==> config.mk <==
export PLATFORM = sky130hd
export DESIGN_NAME = twiddle_fetch_seq_flat
export DESIGN_NICKNAME = d
export VERILOG_FILES = /design/src/rtl/twiddle_fetch_seq_if.sv /design/src/rtl/twiddle_fetch_seq.sv /design/src/flat_wrapper.sv
export SDC_FILE = /design/constraint.sdc
export NUM_CORES = 1
export LEC_CHECK = 0
export CAP_MARGIN = 30
export CELL_PAD_IN_SITES_DETAIL_PLACEMENT = 2
export CELL_PAD_IN_SITES_GLOBAL_PLACEMENT = 2
export CORE_ASPECT_RATIO = 2
export CORE_MARGIN = 1
export CORE_UTILIZATION = 39
export DETAILED_ROUTE_END_ITERATION = 10
export GPL_ROUTABILITY_DRIVEN = 0
export PLACE_DENSITY = 0.87
export SYNTH_ARGS = -nofsm -noshare
export SYNTH_HDL_FRONTEND = slang
export SYNTH_SLANG_ARGS = --single-unit
==> constraint.sdc <==
create_clock -name clk -period 6.7 [get_ports clk]
set_input_delay 2.01 -clock clk [delete_from_list [all_inputs] [get_ports clk]]
set_output_delay 2.01 -clock clk [all_outputs]
set_load 0.01 [all_outputs]
==> src/rtl/twiddle_fetch_seq_if.sv <==
// Command, twiddle-ROM read and twiddle-stream signals of twiddle_fetch_seq.
// The sequencer takes the master modport; controller, ROM and consumer share the slave modport.
interface twiddle_fetch_seq_if #(
  parameter int ADDR_W = 5,
  parameter int DATA_W = 16,
  parameter int CNT_W  = 6
) ();
  logic              start;
  logic [ADDR_W-1:0] base_addr;
  logic [CNT_W-1:0]  count;
  logic              busy;
  logic              done;

  logic [ADDR_W-1:0] rom_addr;
  logic              rom_rd;
  logic [DATA_W-1:0] rom_data;

  logic [DATA_W-1:0] tw_data;
  logic              tw_valid;
  logic              tw_ready;
  logic              tw_last;
  logic [CNT_W-1:0]  tw_index;

  modport master (
    input  start, base_addr, count, rom_data, tw_ready,
    output busy, done, rom_addr, rom_rd, tw_data, tw_valid, tw_last, tw_index
  );

  modport slave (
    output start, base_addr, count, rom_data, tw_ready,
    input  busy, done, rom_addr, rom_rd, tw_data, tw_valid, tw_last, tw_index
  );
endinterface

==> src/rtl/twiddle_fetch_seq.sv <==
// Walks a run of twiddle ROM addresses and streams the words over valid/ready,
// hiding the one-clock ROM latency behind a 2-entry skid buffer.
module twiddle_fetch_seq #(
  parameter int ADDR_W = 5,
  parameter int DATA_W = 16,
  parameter int DEPTH  = 28,
  parameter int CNT_W  = 6
) (
  input  logic                clk,
  input  logic                rst_n,
  twiddle_fetch_seq_if.master bus
);

  typedef enum logic [1:0] {
    IDLE  = 2'd0,
    RUN   = 2'd1,
    DRAIN = 2'd2,
    FIN   = 2'd3
  } state_e;

  state_e            state_q, state_d;
  logic [ADDR_W-1:0] addr_q, addr_d;
  logic [CNT_W-1:0]  count_q, count_d;
  logic [CNT_W-1:0]  issue_cnt_q, issue_cnt_d;
  logic [CNT_W-1:0]  accept_cnt_q, accept_cnt_d;

  logic              ret_q;
  logic [CNT_W-1:0]  ret_idx_q;
  logic              ret_last_q;

  logic [DATA_W-1:0] skid_data_q [2];
  logic [CNT_W-1:0]  skid_idx_q  [2];
  logic              skid_last_q [2];
  logic              rd_ptr_q;
  logic              wr_ptr_q;
  logic [1:0]        occ_q;

  logic              push;
  logic              pop;
  logic [1:0]        credit_use;
  logic              issue;
  logic              last_issue;
  logic [ADDR_W-1:0] addr_next;

  // Credit counts the entries left after this cycle's pop plus the word returning
  // from the ROM now, so a steady ready=1 consumer still gets one word per cycle.
  always_comb begin
    pop        = (occ_q != 2'd0) && bus.tw_ready;
    push       = ret_q;
    credit_use = occ_q - {1'b0, pop} + {1'b0, ret_q};
    issue      = (state_q == RUN) && (credit_use < 2'd2);
    last_issue = issue && (issue_cnt_q == count_q - CNT_W'(1));
    addr_next  = (addr_q == ADDR_W'(DEPTH - 1)) ? '0 : addr_q + ADDR_W'(1);
  end

  always_comb begin
    state_d      = state_q;
    addr_d       = addr_q;
    count_d      = count_q;
    issue_cnt_d  = issue_cnt_q;
    accept_cnt_d = pop ? accept_cnt_q + CNT_W'(1) : accept_cnt_q;

    unique case (state_q)
      IDLE: begin
        if (bus.start) begin
          if (bus.count != '0) begin
            count_d      = bus.count;
            addr_d       = bus.base_addr;
            issue_cnt_d  = '0;
            accept_cnt_d = '0;
            state_d      = RUN;
          end else begin
            state_d = FIN;
          end
        end
      end
      RUN: begin
        if (issue) begin
          issue_cnt_d = issue_cnt_q + CNT_W'(1);
          // Holding the address on the final read keeps rom_addr at the last word fetched.
          if (last_issue) begin
            state_d = DRAIN;
          end else begin
            addr_d = addr_next;
          end
        end
      end
      DRAIN: begin
        if (pop && (accept_cnt_q == count_q - CNT_W'(1))) begin
          state_d = FIN;
        end
      end
      FIN: begin
        state_d = IDLE;
      end
      default: begin
        state_d = IDLE;
      end
    endcase
  end

  always_ff @(posedge clk or negedge rst_n) begin
    if (!rst_n) begin
      state_q      <= IDLE;
      addr_q       <= '0;
      count_q      <= '0;
      issue_cnt_q  <= '0;
      accept_cnt_q <= '0;
      ret_q        <= 1'b0;
      ret_idx_q    <= '0;
      ret_last_q   <= 1'b0;
    end else begin
      state_q      <= state_d;
      addr_q       <= addr_d;
      count_q      <= count_d;
      issue_cnt_q  <= issue_cnt_d;
      accept_cnt_q <= accept_cnt_d;
      ret_q        <= issue;
      ret_idx_q    <= issue_cnt_q;
      ret_last_q   <= last_issue;
    end
  end

  // The returning ROM word is tagged with the index and last flag captured at issue time.
  always_ff @(posedge clk or negedge rst_n) begin
    if (!rst_n) begin
      for (int i = 0; i < 2; i++) begin
        skid_data_q[i] <= '0;
        skid_idx_q[i]  <= '0;
        skid_last_q[i] <= 1'b0;
      end
      rd_ptr_q <= 1'b0;
      wr_ptr_q <= 1'b0;
      occ_q    <= 2'd0;
    end else begin
      if (push) begin
        skid_data_q[wr_ptr_q] <= bus.rom_data;
        skid_idx_q[wr_ptr_q]  <= ret_idx_q;
        skid_last_q[wr_ptr_q] <= ret_last_q;
        wr_ptr_q              <= ~wr_ptr_q;
      end
      if (pop) begin
        rd_ptr_q <= ~rd_ptr_q;
      end
      occ_q <= occ_q + {1'b0, push} - {1'b0, pop};
    end
  end

  assign bus.busy     = (state_q == RUN) || (state_q == DRAIN);
  assign bus.done     = (state_q == FIN);
  assign bus.rom_rd   = issue;
  assign bus.rom_addr = addr_q;
  assign bus.tw_valid = (occ_q != 2'd0);
  assign bus.tw_data  = skid_data_q[rd_ptr_q];
  assign bus.tw_index = skid_idx_q[rd_ptr_q];
  assign bus.tw_last  = skid_last_q[rd_ptr_q];

endmodule

==> src/flat_wrapper.sv <==
// flat-port wrapper written by rule: the top's interface ports become plain ports
module twiddle_fetch_seq_flat 
#(
  parameter int ADDR_W = 5,
  parameter int DATA_W = 16,
  parameter int DEPTH  = 28,
  parameter int CNT_W  = 6
)
  (clk, rst_n, bus_start, bus_base_addr, bus_count, bus_rom_data, bus_tw_ready, bus_busy, bus_done, bus_rom_addr, bus_rom_rd, bus_tw_data, bus_tw_valid, bus_tw_last, bus_tw_index);
  twiddle_fetch_seq_if #(.ADDR_W(ADDR_W), .DATA_W(DATA_W), .CNT_W(CNT_W)) bus_i ();
  input  logic clk;
  input  logic rst_n;
  input wire logic [$bits(bus_i.start)-1:0] bus_start;
  input wire logic [$bits(bus_i.base_addr)-1:0] bus_base_addr;
  input wire logic [$bits(bus_i.count)-1:0] bus_count;
  input wire logic [$bits(bus_i.rom_data)-1:0] bus_rom_data;
  input wire logic [$bits(bus_i.tw_ready)-1:0] bus_tw_ready;
  output wire logic [$bits(bus_i.busy)-1:0] bus_busy;
  output wire logic [$bits(bus_i.done)-1:0] bus_done;
  output wire logic [$bits(bus_i.rom_addr)-1:0] bus_rom_addr;
  output wire logic [$bits(bus_i.rom_rd)-1:0] bus_rom_rd;
  output wire logic [$bits(bus_i.tw_data)-1:0] bus_tw_data;
  output wire logic [$bits(bus_i.tw_valid)-1:0] bus_tw_valid;
  output wire logic [$bits(bus_i.tw_last)-1:0] bus_tw_last;
  output wire logic [$bits(bus_i.tw_index)-1:0] bus_tw_index;
  assign bus_i.start = bus_start;
  assign bus_i.base_addr = bus_base_addr;
  assign bus_i.count = bus_count;
  assign bus_i.rom_data = bus_rom_data;
  assign bus_i.tw_ready = bus_tw_ready;
  assign bus_busy = bus_i.busy;
  assign bus_done = bus_i.done;
  assign bus_rom_addr = bus_i.rom_addr;
  assign bus_rom_rd = bus_i.rom_rd;
  assign bus_tw_data = bus_i.tw_data;
  assign bus_tw_valid = bus_i.tw_valid;
  assign bus_tw_last = bus_i.tw_last;
  assign bus_tw_index = bus_i.tw_index;
  twiddle_fetch_seq #(.ADDR_W(ADDR_W), .DATA_W(DATA_W), .DEPTH(DEPTH), .CNT_W(CNT_W)) u_core (.clk(clk), .rst_n(rst_n), .bus(bus_i));
endmodule
==> results.md, run 1 <==
* Row count at 51
* Simple-gate share of the synthesized area at under 10%
* Hold bufs inserted after CTS at 0
* Core ar. at approximately 0.0098 mm²
* Worst path max stage delay at around 510 ps
* CP required at about 4700 ps
* CP startpoint kind: primary input
* Clk pin slew, worst setup/hold paths at roughly 60 ps
* Power Density at 502 mW/mm²
* Largest family of logic cells by synthesized area: multiplexers
* Fmax at roughly 0.15 GHz
* Fin cells at 522
* Placed Cells incl. Taps at 506
* CP endpoint kind: output pin
* Overall Global Routing Usage at a little under a quarter
* Initial drt markers at 75
* Die height at 144 µm
* Drt first pass iters at 4
* Syn Nets at roughly 360
* Post-synth EDFFs at 0
* WS Path Type: in -> out
* Final core utilization at around 52%
* Global-route wire length before repair at roughly 17000 µm
* Layout Area Growth over Synthesis at 29.5%
* Critical Path, Cell by Cell: clkdlybuf4s50_1 > o21ai_1 > inv_1 > ha_1 > inv_1 > ha_1 > xnor2_1 > xnor2_1 > nor2_1 > clkdlybuf4s50_1
* Synth Area in XOR/XNOR at about 4.7%
* Die Footprint at roughly 0.011 mm²
* TritonCTS clock tree: yes
* Rel. slew slack at roughly 63%
* Seq/Total Area, Yosys at between 50% and 60%
* Fill count at ~940
* Post-synth top area cell: dfrtp_1
* Largest net degree at the start of global routing at 75
* Status: completed
* Total number of vias at 2758
* Die W at around 73 µm
* Detailed Route WL at approximately 11000 µm
* Worst path slowest cell: clkdlybuf4s50_1
* Mux share of post-synthesis cell area at a little over a fifth
* Synthesis Warnings at 0
* Clk_lat worst skew at between 300 and 400 ps
* Post-CTS Setup Bufs at 0
* # IOs at 63
* Asr flop ratio synth at between 90% and 100%
* Clock Tree Buf Depth at 2
* Nets at between 400 and 500
* Num Clock Sinks at slightly above 80
* Slew Limit Fails at 0
* Minimum clock period at around 6500 ps
* # resized after CTS at 0
* Detailed Place HPWL at approximately 7200 µm
* DRC viols at 0
* CP arrival at around 4500 ps
* CTS Buf Count at 9
* Adder-Cell Fraction of Synth Area at 3.18%
* Dominant synthesized flop cell: dfrtp_1
* Antenna cell count at 0
* Most common cell in the synthesized netlist: dfrtp_1
* Leakage power at approximately 2.2 nW
* Top cells by count, synth: 83 x dfrtp_1, 73 x mux2_2, 15 x nor2_1, 15 x o21ai_0
* Via density at about 5.3
* Final Cycle Share at roughly 96%
* Routed len/inst at just over 20 µm
* Clk_skew at between 5 and 6 ps
* Vias in the first global route at 3219
* Grt ovf at 0
* Post-Syn Area at about 0.0039 mm²
* Syn_area_per_cell at approximately 12 µm²
* Yosys cell types at 44
* Worst slew pin tran at roughly 560 ps
* Max-Cap Viols at 0
* Peak fanout along the critical path at 4
* Final number of setup-violating endpoints at 0
* Largest cells by area after synthesis: dfrtp_1 53%, mux2_2 21%, ha_1 3.2%
* IO buf count at a little over 60
* H-tree levels at 3
* Synth top area share at ~53%
* Initial antenna violation count at 0
* Crit path buf inv count at 4
* Mapped Cells at roughly 320
* Clock root cell: clkbuf_16
* RSZ-0062 raised after global routing: false
* #FFs+latches synth at a little over 80
* Maximum vdd drop at about 0.00024 V
* Final hold viol count at 0
* Hold Path Class: reg -> reg
* Routed Antenna Nets at 0
* Share of post-route cells with drive strength above 1 at 26.4%
* CP delay by family, top: buffers and inverters
* Synth Area in Compound Gates at roughly 7.6%
* Initial core utilization at 40.3%
* TNS Setup at 0 ps
## area by class of cell
cell class | count | area [µm²] | share of cell area [%]
inverters | 11 | 41.3 | 0.810
well taps | 132 | 165 | 3.24
clock inverters | 4 | 73.8 | 1.45
flip-flops and latches | 83 | 2080 | 40.7
repair buffers | 69 | 718 | 14.1
clock buffers | 12 | 246 | 4.83
multi-input cells | 211 | 1780 | 34.9
## power breakdown
group / internal (mW) / total [mW] / switching [mW]
Combinational: 0.628 / 1.15 / 0.518
Clock: 0.337 / 0.533 / 0.197
Sequential: 0.697 / 0.881 / 0.183
## registers in the layout (all words and copies together) (netlist names)
register             cells
u_core.issue_cnt_q       6
u_core.count_q           6
u_core.ret_idx_q         6
u_core.push              1
u_core.skid_idx_q       12
u_core.skid_data_q      32
u_core.occ_q             2
u_core.accept_cnt_q      6
u_core.rd_ptr_q          1
u_core.state_q           2
u_core.skid_last_q       2
u_core.wr_ptr_q          1
u_core.bus.rom_addr      5
u_core.ret_last_q        1
## layer usage
layer,vias up,share of wire [%],global-route usage (%)
met5,-,0,0
met4,0,2.6,9.08
met3,20,2.9,4.32
met2,58,59,43.3
met1,1410,36,22.9
li1,1270,-,-
## layout by cell type (no fill, tap or decap), drive strengths merged, types with 4 or more instances in the layout
cell type | netlist | routed
dfrtp | 83 | 83
mux2 | 73 | 73
clkdlybuf4s50 | 0 | 61
o21ai | 16 | 16
nor2 | 15 | 15
xnor2 | 13 | 13
nand2 | 13 | 13
clkbuf | 10 | 12
inv | 11 | 11
ha | 10 | 10
nand3 | 9 | 9
xor2 | 8 | 8
buf | 2 | 8
o31ai | 5 | 5
a21oi | 5 | 5
nor3 | 4 | 4
nand2b | 4 | 4
## worst register-to-register path, stage by stage, from the launching register on
cell and delay, ps:
dfrtp_1 430, o21ai_1 200, inv_1 130, ha_1 320, inv_1 50, ha_1 190
xnor2_1 140, xnor2_1 460, nor2_1 130, buf_4 180, o21ai_0 210, buf_4 240
o41ai_1 110, a221o_1 310
## kinds of logic (layout without fill, tap and decap cells)
group                      count (synthesis)  after routing
AOI/OAI and AO/OA                         42             42
xor gates and xnor gates                  21             21
adders and majority gates                 10             10
buffers and inverters                     23             96
DFF                                       83             83
muxes                                     75             75
and+or+nand+nor                           63             63
## final timing paths
kind                                                   startpoint                            endpoint  slack (ps)  cells past startpoint
worst max-delay path                                 bus_tw_ready                          bus_rom_rd         240                     10
worst min-delay path            u_core.issue_cnt_q[5]$_DFFE_PN0P_       u_core.ret_idx_q[5]$_DFF_PN0_         500                      0
worst max register to register          u_core.occ_q[1]$_DFF_PN0_  u_core.bus.rom_addr[4]$_DFFE_PN0P_        3490                     13
worst min register to register  u_core.issue_cnt_q[5]$_DFFE_PN0P_       u_core.ret_idx_q[5]$_DFF_PN0_         500                      0
max in group asynchronous                                   rst_n    u_core.skid_idx_q[7]$_DFFE_PN0P_        4600                      2
min in group asynchronous                                   rst_n   u_core.skid_data_q[5]$_DFFE_PN0P_        1500                      1
## stage by stage
stage,worst slack (ps),power [mW],hold WS (ps),instance area [µm²]
finish,238,2.56,495,5100
global route,112,2.72,520,5100
CTS,218,2.60,496,5100
detailed placement,260,2.02,474,4780
global placement,357,1.91,468,4710
floorplan,1200,1.51,423,3940
Note: power is estimated with default switching activity, not from simulation.
==> run 2, diff against run 1 <==
- CTS_BUF_LIST: not set -> sky130_fd_sc_hd__clkbuf_4 sky130_fd_sc_hd__clkbuf_8 sky130_fd_sc_hd__clkbuf_16
==> results.md, run 2 (synthesis results as in run 1) <==
* Status: completed
* Worst reg-to-reg path cell count at 13 (unchanged)
* Fin cells at 522 (unchanged)
* Clk pin slew, worst setup/hold paths at 60 ps (about the same)
* Final core utilization at 52.3% (+0.077 points)
* Leakage power at 2.18 nW (+0.31%)
* Worst slew pin tran at 556 ps (+0.197 ps)
* Peak fanout along the critical path at 4 (unchanged)
* TNS Setup at 0 ps (unchanged)
* Clock Tree Buf Depth at 2 (unchanged)
* Die W at 73.1 µm (unchanged)
* Final Cycle Share at 96.0% (-0.48 points)
* Fmax at 0.156 GHz (+0.50%)
* Clk_skew at 5.96 ps (+0.308 ps)
* CP required at 4690 ps (about the same)
* Vias in the first global route at 3226 (+0.22%)
* R2R Setup Slk at 3510 ps (+20 ps)
* Power Density at 504 mW/mm² (+0.31%)
* Placed Cells incl. Taps at 506 (unchanged)
* TritonCTS clock tree: yes
* Initial core utilization at 40.3% (unchanged)
* Biggest register: u_core.skid_data_q
* Post-CTS Setup Bufs at 0 (unchanged)
* Hold bufs inserted after CTS at 0 (unchanged)
* Largest net degree at the start of global routing at 75 (unchanged)
* Worst Setup EP: bus_rom_rd
* Commonest non-fill, non-tap cell in the layout: dfrtp_1
* Worst R2R End: u_core.bus.rom_addr[4]$_DFFE_PN0P_
* Layout Area Growth over Synthesis at 29.7%
* Worst hold slack at 484 ps (-11.4 ps)
* Final number of setup-violating endpoints at 0 (unchanged)
* Overall Global Routing Usage at 22.7% (+0.15 points)
* P_sw at 902 µW (+0.48%)
* DRC viols at 0 (unchanged)
* Stages on the worst setup path at 10 (unchanged)
* CTS Buf Count at 9 (unchanged)
* Comb pwr share at 44.6% (-0.2 points)
* Initial drt markers at 84 (+12%)
* CP endpoint kind: output pin
* Design Area, Final at 0.00511 mm² (+0.15%)
* Detailed Route WL at 10700 µm (+0.96%)
* CP delay by family, top: buffers and inverters
* Switching Share at 35.1% (about the same)
* # IOs at 63 (unchanged)
* Internal power at 1.67 mW (+0.45%)
* Rel. slew slack at 62.7% (about the same)
* Fill count at 947 (+0.42%)
* Max FFs per register at 32 (unchanged)
* Crit path buf inv count at 4 (unchanged)
* Commonest non-fill, non-tap cells in the layout: 83 x dfrtp_1, 73 x mux2_2, 61 x clkdlybuf4s50_1, 15 x nor2_1, 15 x o21ai_0
* Initial antenna violation count at 0 (unchanged)
* H-tree levels at 3 (unchanged)
* Detailed Place HPWL at 7220 µm (unchanged)
* # resized after CTS at 0 (unchanged)
* Drt first pass iters at 4 (unchanged)
* Worst path slowest cell: clkdlybuf4s50_1
* Worst path max stage delay at 510 ps (about the same)
* Final worst slack at 270 ps (+32.4 ps)
* Slew Limit Fails at 0 (unchanged)
* Final hold viol count at 0 (unchanged)
* CP startpoint kind: primary input
* IO buf count at 62 (unchanged)
* Power Total at 2.57 mW (+0.46%)
* Num Clock Sinks at 83 (unchanged)
* Biggest regs: u_core.skid_data_q (32), u_core.skid_idx_q (12)
* Routed len/inst at 20.6 µm (+0.96%)
* Worst setup path startpoint: bus_tw_ready
* RSZ-0062 raised after global routing: false
* Maximum vdd drop at 0.000239 V (+0.92%)
* Share of post-route cells with drive strength above 1 at 26.9% (+0.51 points)
* Clock root cell: clkbuf_16
* Via density at 5.30 (+0.36%)
* Flop pwr share at 34.4% (about the same)
* WS Path Type: in -> out
* Routed Antenna Nets at 0 (unchanged)
* DP Area at 0.00478 mm² (unchanged)
* Global-route wire length before repair at 17400 µm (+0.56%)
* Pre-CTS WS at 260 ps (unchanged)
* Core ar. at 0.00976 mm² (unchanged)
* Antenna cell count at 0 (unchanged)
* Max-Cap Viols at 0 (unchanged)
* Clk_lat worst skew at 340 ps (about the same)
* Nets at 426 (unchanged)
* Hold Path Class: reg -> reg
* Die Footprint at 0.0105 mm² (unchanged)
* Grt ovf at 0 (unchanged)
* Critical Path, Cell by Cell: clkdlybuf4s50_1 > o21ai_1 > inv_1 > ha_1 > inv_1 > ha_1 > xnor2_1 > xnor2_1 > nor2_1 > clkdlybuf4s50_1
* Minimum clock period at 6430 ps (-32.4 ps)
* FF-to-FF Start: u_core.occ_q[1]$_DFF_PN0_
* CP arrival at 4420 ps (-30 ps)
* Clock share of power at 21.0% (+0.2 points)
* Row count at 51 (unchanged)
* Total number of vias at 2768 (+0.36%)
* Die height at 144 µm (unchanged)
==> run 2: cell counts in the layout (fill, tap and decap cells not counted) <==
Identical to the previous run, type by type.
==> run 2: metal layers <==
metal  vias up  wire (µm)  share of wire (%)  GRT usage (%)
li1       1271          -                  -              -
met1      1426       3870                 36           22.9
met2        55       6340                 59           44.0
met3        16        297                2.8           3.97
met4         0        224                2.1           9.39
met5         -          0                  0              0
==> run 2: worst min-delay path by stage <==
stage | start | to | slack [ps] | cells after the start
final | u_core.issue_cnt_q[5]$_DFFE_PN0P_ | u_core.ret_idx_q[5]$_DFF_PN0_ | 480 | 0
after global routing | u_core.issue_cnt_q[5]$_DFFE_PN0P_ | u_core.ret_idx_q[5]$_DFF_PN0_ | 520 | 0
after CTS | u_core.issue_cnt_q[5]$_DFFE_PN0P_ | u_core.ret_idx_q[5]$_DFF_PN0_ | 490 | 0
after detailed placement | u_core.issue_cnt_q[5]$_DFFE_PN0P_ | u_core.ret_idx_q[5]$_DFF_PN0_ | 470 | 0
after global placement | u_core.issue_cnt_q[5]$_DFFE_PN0P_ | u_core.ret_idx_q[5]$_DFF_PN0_ | 470 | 0
after floorplan | u_core.issue_cnt_q[5]$_DFFE_PN0P_ | u_core.ret_idx_q[5]$_DFF_PN0_ | 420 | 0
==> run 2: worst reg2reg max path, stage by stage (launching register included) <==
cell and delay (ps):
dfrtp_1 440, o21ai_1 220, inv_1 120, ha_1 290, inv_1 40, ha_1 180
xnor2_1 140, xnor2_1 470, nor2_1 130, buf_4 180, o21ai_0 210, buf_4 240
o41ai_1 110, a221o_1 310
==> run 2: power by group through the flow <==
stage	combinational [mW]	clock (mW)	sequential [mW]
floorplan	0.697	0	0.813
CTS	1.17	0.557	0.887
global route	1.25	0.568	0.914
finish	1.15	0.540	0.884
detailed placement	1.14	0	0.881
global placement	1.04	0	0.871
==> run 2: final cells by class <==
type                       instances  area (µm²)  share of cell area, %
clock inverter                     4        73.8                   1.45
clock buffer                      12         254                   4.97
multi-input combinational        211        1780                   34.8
timing repair buffer              69         718                   14.1
inverter                          11        41.3                  0.808
tap                              132         165                   3.23
sequential                        83        2080                   40.7
